$ cat config.mk
export PLATFORM = sky130hd
export DESIGN_NAME = net_input_assembler
export DESIGN_NICKNAME = d
export VERILOG_FILES = /design/src/rtl/net_pkg.sv /design/src/rtl/net_input_assembler.sv
export SDC_FILE = /design/constraint.sdc
export NUM_CORES = 2
export LEC_CHECK = 0
export ABC_AREA = 1
export CORE_MARGIN = 4
export CORE_UTILIZATION = 55
export CTS_BUF_LIST = sky130_fd_sc_hd__clkbuf_2
export DETAILED_ROUTE_END_ITERATION = 8
export PLACE_DENSITY = 0.85
export SKIP_CTS_REPAIR_TIMING = 1
export SLEW_MARGIN = 10
export SYNTH_ARGS = -nofsm -noshare
export SYNTH_HDL_FRONTEND = slang
export SYNTH_SLANG_ARGS = --single-unit
$ cat constraint.sdc
create_clock -name clk_i -period 3.7 [get_ports clk_i]
set_clock_uncertainty 0.2 [all_clocks]
set_input_delay 0.555 -clock clk_i [delete_from_list [all_inputs] [get_ports clk_i]]
set_output_delay 0.555 -clock clk_i [all_outputs]
set_load 0.02 [all_outputs]
$ cat src/rtl/net_pkg.sv
// rtl/net_pkg.sv - shared frame geometry and assembler state types
package net_pkg;

  localparam int unsigned IMG_W      = 20;
  localparam int unsigned IMG_H      = 20;
  localparam int unsigned NET_INPUTS = IMG_W * IMG_H;
  localparam int unsigned PIX_W      = 8;
  localparam int unsigned CNT_W      = $clog2(NET_INPUTS);

  typedef logic [NET_INPUTS-1:0] net_vec_t;

  typedef enum logic [0:0] {S_FILL, S_SYNC} asm_state_t;

endpackage

$ cat src/rtl/net_input_assembler.sv
// rtl/net_input_assembler.sv - binarizes a raster pixel stream into one frame vector per image,
// double-buffered: assembly fills while the previous frame waits on the output register.
module net_input_assembler
  import net_pkg::*;
#(
  parameter int unsigned THRESH = 128
) (
  input  logic             clk_i,
  input  logic             rst_ni,
  input  logic             pix_valid_i,
  output logic             pix_ready_o,
  input  logic [PIX_W-1:0] pix_data_i,
  input  logic             pix_last_i,
  output logic             net_valid_o,
  input  logic             net_ready_i,
  output net_vec_t         net_vec_o,
  output logic             frame_err_o,
  output logic [15:0]      frame_cnt_o
);

  localparam logic [CNT_W-1:0] LAST_IDX = CNT_W'(NET_INPUTS - 1);

  asm_state_t       state_q, state_d;
  logic [CNT_W-1:0] pix_cnt_q, pix_cnt_d;
  net_vec_t         asm_q, asm_d;
  net_vec_t         vec_q, vec_d;
  logic             valid_q, valid_d;
  logic             err_q, err_d;
  logic [15:0]      frame_cnt_q, frame_cnt_d;

  logic last_slot;
  logic pix_bit;
  logic pix_acc;
  logic take;

  always_comb begin
    last_slot   = (pix_cnt_q == LAST_IDX);
    pix_bit     = (pix_data_i >= PIX_W'(THRESH));
    take        = valid_q & net_ready_i;
    // Only the completing beat has to wait for the output register to free up.
    pix_ready_o = rst_ni & ((state_q == S_SYNC) | ~(last_slot & valid_q & ~net_ready_i));
    pix_acc     = pix_valid_i & pix_ready_o;

    state_d     = state_q;
    pix_cnt_d   = pix_cnt_q;
    asm_d       = asm_q;
    vec_d       = vec_q;
    valid_d     = valid_q;
    err_d       = 1'b0;
    frame_cnt_d = frame_cnt_q;

    if (take) begin
      valid_d     = 1'b0;
      frame_cnt_d = frame_cnt_q + 16'd1;
    end

    if (pix_acc) begin
      if (state_q == S_SYNC) begin
        if (pix_last_i) begin
          state_d   = S_FILL;
          pix_cnt_d = '0;
        end
      end else begin
        asm_d[pix_cnt_q] = pix_bit;
        if (pix_last_i) begin
          if (last_slot) begin
            vec_d   = asm_d;
            valid_d = 1'b1;
          end else begin
            err_d = 1'b1;
          end
          pix_cnt_d = '0;
          asm_d     = '0;
        end else if (last_slot) begin
          err_d     = 1'b1;
          state_d   = S_SYNC;
          pix_cnt_d = '0;
          asm_d     = '0;
        end else begin
          pix_cnt_d = pix_cnt_q + CNT_W'(1);
        end
      end
    end
  end

  always_ff @(posedge clk_i or negedge rst_ni) begin
    if (!rst_ni) begin
      state_q     <= S_FILL;
      pix_cnt_q   <= '0;
      asm_q       <= '0;
      vec_q       <= '0;
      valid_q     <= 1'b0;
      err_q       <= 1'b0;
      frame_cnt_q <= '0;
    end else begin
      state_q     <= state_d;
      pix_cnt_q   <= pix_cnt_d;
      asm_q       <= asm_d;
      vec_q       <= vec_d;
      valid_q     <= valid_d;
      err_q       <= err_d;
      frame_cnt_q <= frame_cnt_d;
    end
  end

  assign net_valid_o = valid_q;
  assign net_vec_o   = vec_q;
  assign frame_err_o = err_q;
  assign frame_cnt_o = frame_cnt_q;

endmodule
==> flow_metrics.py <==
metrics = {
    "global_route": {
        "gr-total-overflow": 0,
        "grtUsageTotal_pct": 31.07,
        "grt_pass1_vias": 40870,
        "grt_pass1_wl_um": 215400,
        "antenna_found_initial": 2,
        "grt_max_degree": 279,
    },
    "logic_synthesis": {
        "yosys_register_bits": 828,
        "syn_inst": 6417,
        "synth_nets": 6436,
        "ys_seq_area_share_pct": 47.30,
        "syn_area_um2": 43800,
        "yosys_warnings": 0,
        "ys_types": 28,
        "syn_avg_cell_area_um2": 6.826,
    },
    "worst_setup_path": {
        "path_cells": "ha_2 -> inv_2 -> nor2_4 -> nand3_4 -> nand2_1 -> inv_1 -> clkbuf_2",
        "r2r_end": "asm_q[106]$_DFFE_PN0P_",
        "slowest_delay_ns": 0.42,
        "arrival_ns": 2.73,
        "endpoint": "pix_ready_o",
        "critPathKind": "reg -> out",
        "worstPathRequired_ns": 2.94,
        "slowest_stage": "dfrtp_2",
        "endpoint_kind": "output port",
        "worst-path-max-fanout": 6,
        "startpoint": "pix_cnt_q[1]$_DFFE_PN0P_",
        "path_depth": 7,
        "path_buf_inv": 3,
        "reg2reg_depth": 10,
        "crit_path_start_kind": "flip-flop",
        "crit_family": "flip-flops",
        "ff2ff_setup_slack_ns": 0.68,
        "reg2reg_from": "pix_cnt_q[1]$_DFFE_PN0P_",
    },
    "layout": {
        "design_area_um2": 50580,
        "drive_gt1_share_pct": 7.178,
        "nNetsFinal": 6744,
        "area_growth_pct": 15.48,
    },
    "clocking": {
        "cts_tree": "built",
        "clock_path_buffers": 3,
        "path_clk_slew_ns": 0.09,
        "insertion_delay_ns": 1.41,
        "clock-sinks": 828,
        "htree_levels": 4,
        "cts_inserted_buffers": 214,
        "clockRootBuffer": "clkbuf_2",
    },
    "die": {
        "pin_count": 432,
        "die_h_um": 290.2,
        "start_util_pct": 55.45,
        "die_w_um": 290.2,
        "rows": 103,
        "dieArea_um2": 84220,
        "core_um2": 79000,
    },
    "sta": {
        "rsz0062_at_grt": "no",
        "worst_pin_slew_ns": 1.161,
        "max_freq_mhz": 286.8,
        "period_needed_ns": 3.486,
        "setup_slack_ns": 0.2138,
        "relSlewSlack_pct": 22.58,
        "hold_viol": 0,
        "timing.final.crit_share_pct": 94.22,
        "slew_violations": 0,
        "finalSetupViolCount": 0,
    },
    "drt": {
        "vias": 42550,
        "drt_iter0_drc": 4702,
        "routed_wl_um": 133600,
        "via_per_inst": 5.372,
        "ant_nets": 0,
        "route.detailed.drc": 0,
        "dr.pass1.iters": 8,
        "wl_per_cell_um": 16.86,
    },
    "placement": {
        "placed_area_um2": 48620,
        "pre_cts_ws_ns": 0.5166,
        "hpwlAfterDp_um": 80640,
        "globalplace.congestion": 0.8451,
        "io_buffer_count": 424,
    },
    "power": {
        "vdd_drop_max_mv": 0.1897,
        "power_density_nw_per_um2": 321.0,
        "p_leak_nw": 28.40,
    },
    "min_path": {
        "hold_class": "in -> reg",
    },
    "flow_run": {
        "maxCapViolations": 0,
    },
    "run_status": {
        "status": "complete, no violations",
    },
}
-- layout by cell type (no fill, tap or decap), types with 70 or more instances in the layout --
cell,n
and2_1,70
buf_4,76
clkbuf_2,301
clkdlybuf4s50_1,421
dfrtp_1,823
inv_1,608
nand2_1,3044
nand3_1,417
nor2_1,345
o21ai_0,458
o21ai_1,100
-- cells by family after synthesis --
kind of cell | synth area share [%]
adder cells (fa/ha/maj) | 0.1714
AO/OA/AOI/OAI | 6.401
buffers and inverters | 10.07
flip-flops | 47.30
AND/OR/NAND/NOR | 35.80
XOR/XNOR | 0.2599
-- per-stage QoR --
step                      util, %  std cells  total power, W  hold WS (ns)  setup TNS, ns
after CTS                   63.82       7907         0.01637        -1.434        -0.6300
final                       64.03       7921         0.01624       0.06674              0
after detailed placement    61.54       7548         0.01024        0.2319              0
after floorplan                 -       6417        0.009750       0.05941              0
after global placement      61.54       7548         0.01024        0.2306              0
after global routing        64.03       7920         0.01695      0.002835              0
-- worst min-delay path, stage by stage --
cell             delay, ns
clkdlybuf4s50_1       0.56
nand4_4               0.20
nor2_4                0.05
buf_12                0.14
nand2_1               0.06
nand2_1               0.05
-- power breakdown --
group          total [W]  switching [W]  leakage, nW  internal [W]
logic            0.00102       0.000861         15.5      0.000154
clock network    0.00615        0.00389         1.37       0.00226
registers        0.00907      0.0000157         11.6       0.00906
total             0.0162        0.00476         28.4        0.0115
-- sequential cells by signal, summed over array words and instances, names as in the netlist --
signal	cells
asm_q	400
net_valid_o	1
frame_err_o	1
pix_cnt_q	9
state_q	1
frame_cnt_o	16
net_vec_o	400
-- metal layers --
| metal | GRT usage (%) | part of all wire, % | wire (um) | up-vias |
|---|---|---|---|---|
| li1 | - | - | - | 20130 |
| met1 | 41.50 | 40 | 53060 | 19930 |
| met2 | 48.49 | 46 | 61200 | 2108 |
| met3 | 6.152 | 9.5 | 12710 | 380 |
| met4 | 15.91 | 4.9 | 6594 | 2 |
| met5 | 0 | 0.0082 | 11 | - |
-- how the worst min path moves through the flow --
stage | from | to | slack [ns] | cells after the start
global placement | rst_ni | net_vec_o[149]$_DFFE_PN0P_ | 0.23 | 1
detailed placement | rst_ni | net_vec_o[149]$_DFFE_PN0P_ | 0.23 | 1
floorplan | rst_ni | asm_q[0]$_DFFE_PN0P_ | 0.06 | 0
CTS | rst_ni | net_vec_o[149]$_DFFE_PN0P_ | -1.43 | 1
finish | pix_valid_i | net_vec_o[332]$_DFFE_PN0P_ | 0.07 | 6
global route | pix_valid_i | net_vec_o[332]$_DFFE_PN0P_ | 0.003 | 6
-- Yosys cell counts --
cell type	number	share of area, %
nand4_1	9	0.13
clkbuf_1	208	1.8
o22ai_1	1	0.014
nand4_2	1	0.029
a21oi_1	1	0.011
nand3_2	3	0.069
and2_1	70	1.0
dfrtp_1	828	47
nor2_2	20	0.29
buf_6	3	0.077
xor2_1	11	0.22
nand3b_1	2	0.034
xnor2_1	2	0.040
nand2_1	3046	26
buf_1	14	0.12
nor2_4	5	0.13
buf_4	44	0.75
nand2_2	1	0.014
nor3_1	5	0.057
nand3_1	417	4.8
inv_1	609	5.2
nor2_1	366	3.1
inv_2	4	0.034
buf_2	182	2.1
ha_1	6	0.17
o21ai_1	100	1.1
o21ai_0	458	5.2
nand4_4	1	0.049
-- cell type report --
class	count	area, um2
Antenna cell	3	7.507
Timing Repair Buffer	543	5588
Multi-Input combinational cell	4525	18840
Inverter	613	2311
Tap cell	1050	1314
Fill cell	6737	28420
Clock buffer	300	1501
Sequential cell	828	20730
Clock inverter	59	296.5
No activity file was read; power rests on OpenSTA's default activity.
==> RTL change: new RTL, config.mk and constraints unchanged <==
The parameter `THRESH` goes from 128 to 64.
--- a/src/rtl/net_input_assembler.sv
+++ b/src/rtl/net_input_assembler.sv
@@ -5,3 +5,3 @@
 #(
-  parameter int unsigned THRESH = 128
+  parameter int unsigned THRESH = 64
 ) (
Check against the original RTL: not settled (the Yosys comparison gave no result); the edit may change what the design does.
==> RTL change against the unedited design <==
Sequential share of layout area is 0.18 points lower. Largest power group unchanged. Worst hold slack worse by 0.014 ns. Power is 0.77% higher. Via count is 1.0% higher. Setup slack worse by 0.083 ns. Final area is 0.46% higher. Synthesized cell count is 0.11% higher. Register-to-register slack better by 0.20 ns. Combinational power is 4% higher. Highest routed layer is now met4. Critical endpoint unchanged. Routed wire length is 0.38% higher. Sequential cell count stayed put. Largest cell class unchanged. Sequential power hardly changed. Area after synthesis hardly changed.
==> RTL change: results (changes against the unedited design) <==
| Metric | Value |
|---|---|
| Status | finished clean |
| Max VDD drop | 0.213 mV (+12%) |
| Largest buffer count on any clock path | 3 (unchanged) |
| Adder-cell share of the synthesized area | 0.171% (about the same) |
| Power in the clock group | 6.22 mW (+1%) |
| Met3 Track Usage GR | 5.92% (-0.23 points) |
| Yosys warns | 0 (unchanged) |
| Layout Utilization | 64.3% (+0.30 points) |
| GRT Total Usage | 31.2% (+0.13 points) |
| Main combinational cell family by area after synthesis | simple AND/OR/NAND/NOR gates |
| WL met2 | 62600 um (+2.3%) |
| Crit path launch | pix_cnt_q[5]$_DFFE_PN0P_ |
| Fin Hold WS | 0.0528 ns (-0.0139 ns) |
| First-pass GRT wire length | 216000 um (+0.48%) |
| Vias in the first global route | 41200 (+0.81%) |
| Vias per cell | 5.41 (+0.69%) |
| Placed Instances | 7565 (+0.23%) |
| Reg-to-reg critical path startpoint | pix_cnt_q[0]$_DFFE_PN0P_ |
| Compound-Gate Fraction of Synth Area | 6.44% (+0.038 points) |
| Worst skew pair latency | 1.47 ns (+0.06 ns) |
| Via count | 43000 (+1.0%) |
| Setup WS pre-CTS | 0.636 ns (+0.119 ns) |
| Routed length on met3 | 12200 um (-4.3%) |
| Initial DRC Count | 4587 (-2.4%) |
| Fin nets | 6759 (+0.22%) |
| HPWL after DPL | 82100 um (+1.8%) |
| Pin count of the biggest net entering global routing | 230 (-18%) |
| Count of input and output buffers | 425 (+0.24%) |
| Final RePlAce weighted congestion | 0.865 (+2.3%) |
| Dominant cells by area after synthesis | dfrtp_1 47%, nand2_1 26%, o21ai_0 5.3% |
| Synth Instances | 6424 (+0.11%) |
| Average wire per standard cell | 16.9 um (about the same) |
| Worst hold path type | in -> reg |
| Global routing met1 resource utilization | 41.3% (-0.17 points) |
| Drt pass-1 iters | 7 (-1) |
| Post-synthesis sequential area ratio | 47.3% (about the same) |
| Flop pwr share | 55.5% (-0.4 points) |
| Worst Hold End | net_vec_o[221]$_DFFE_PN0P_ |
| Met1 Wirelength | 52700 um (-0.63%) |
| Fraction of layout cells with a size suffix above 1 | 7.56% (+0.38 points) |
| Worst hold start | pix_data_i[6] |
| Sequential power | 9.08 mW (about the same) |
| Slew HR | 31.3% (+8.7 points) |
| Cell variety after synth | 26 (-7.1%) |
| LEAKAGE | 28.6 nW (+0.63%) |
| WP data arrival | 2.81 ns (+0.08 ns) |
| CTS Buf Count | 212 (-0.93%) |
| Flop-to-flop setup slack | 0.88 ns (+0.20 ns) |
| Crit Path Max Fanout | 8 (+2) |
| Initial antenna violation count | 4 (+2) |
| Met2 usage | 49.4% (+0.92 points) |
| Fillers | 6731 (-0.089%) |
| Psw | 4.78 mW (+0.29%) |
| Xor and xnor area share after synthesis | 0.280% (+0.020 points) |
| Uppermost layer routed | met4 |
| Post-synth top cells | 3043 x nand2_1, 828 x dfrtp_1, 616 x inv_1 |
| Placed cell area | 0.0488 mm2 (+0.43%) |
| Reg2Reg Capture Point | net_vec_o[399]$_DFFE_PN0P_ |
| Final worst-path cycle share | 96.5% (+2.3 points) |
==> RTL change: cell count changes after synthesis, sizes merged, moves of 2 or more <==
| cell | unedited run | this run |
|---|---|---|
| nand2 | 3047 | 3044 |
| and2 | 70 | 68 |
| inv | 613 | 620 |
| o21ai | 558 | 563 |
| nor2 | 391 | 389 |
| buf | 243 | 270 |
| nand4 | 11 | 13 |
| clkbuf | 208 | 181 |
==> RTL change: layout make-up <==
type	instances	share of cell area [%]
clock inverters	47	0.451
flip-flops and latches	828	40.8
diodes	8	0.0394
repair buffers	553	11.3
multi-input cells	4525	37.1
inverters	620	4.58
clock buffers	318	3.13
well taps	1050	2.59
==> RTL change: worst max-delay path, cell delays in order (launching register included) <==
cell,delay (ns)
dfrtp_2,0.48
nor2_4,0.16
inv_4,0.13
nor2_4,0.16
nand3_4,0.12
nand2_4,0.11
inv_1,0.04
dlymetal6s2s_1,0.20
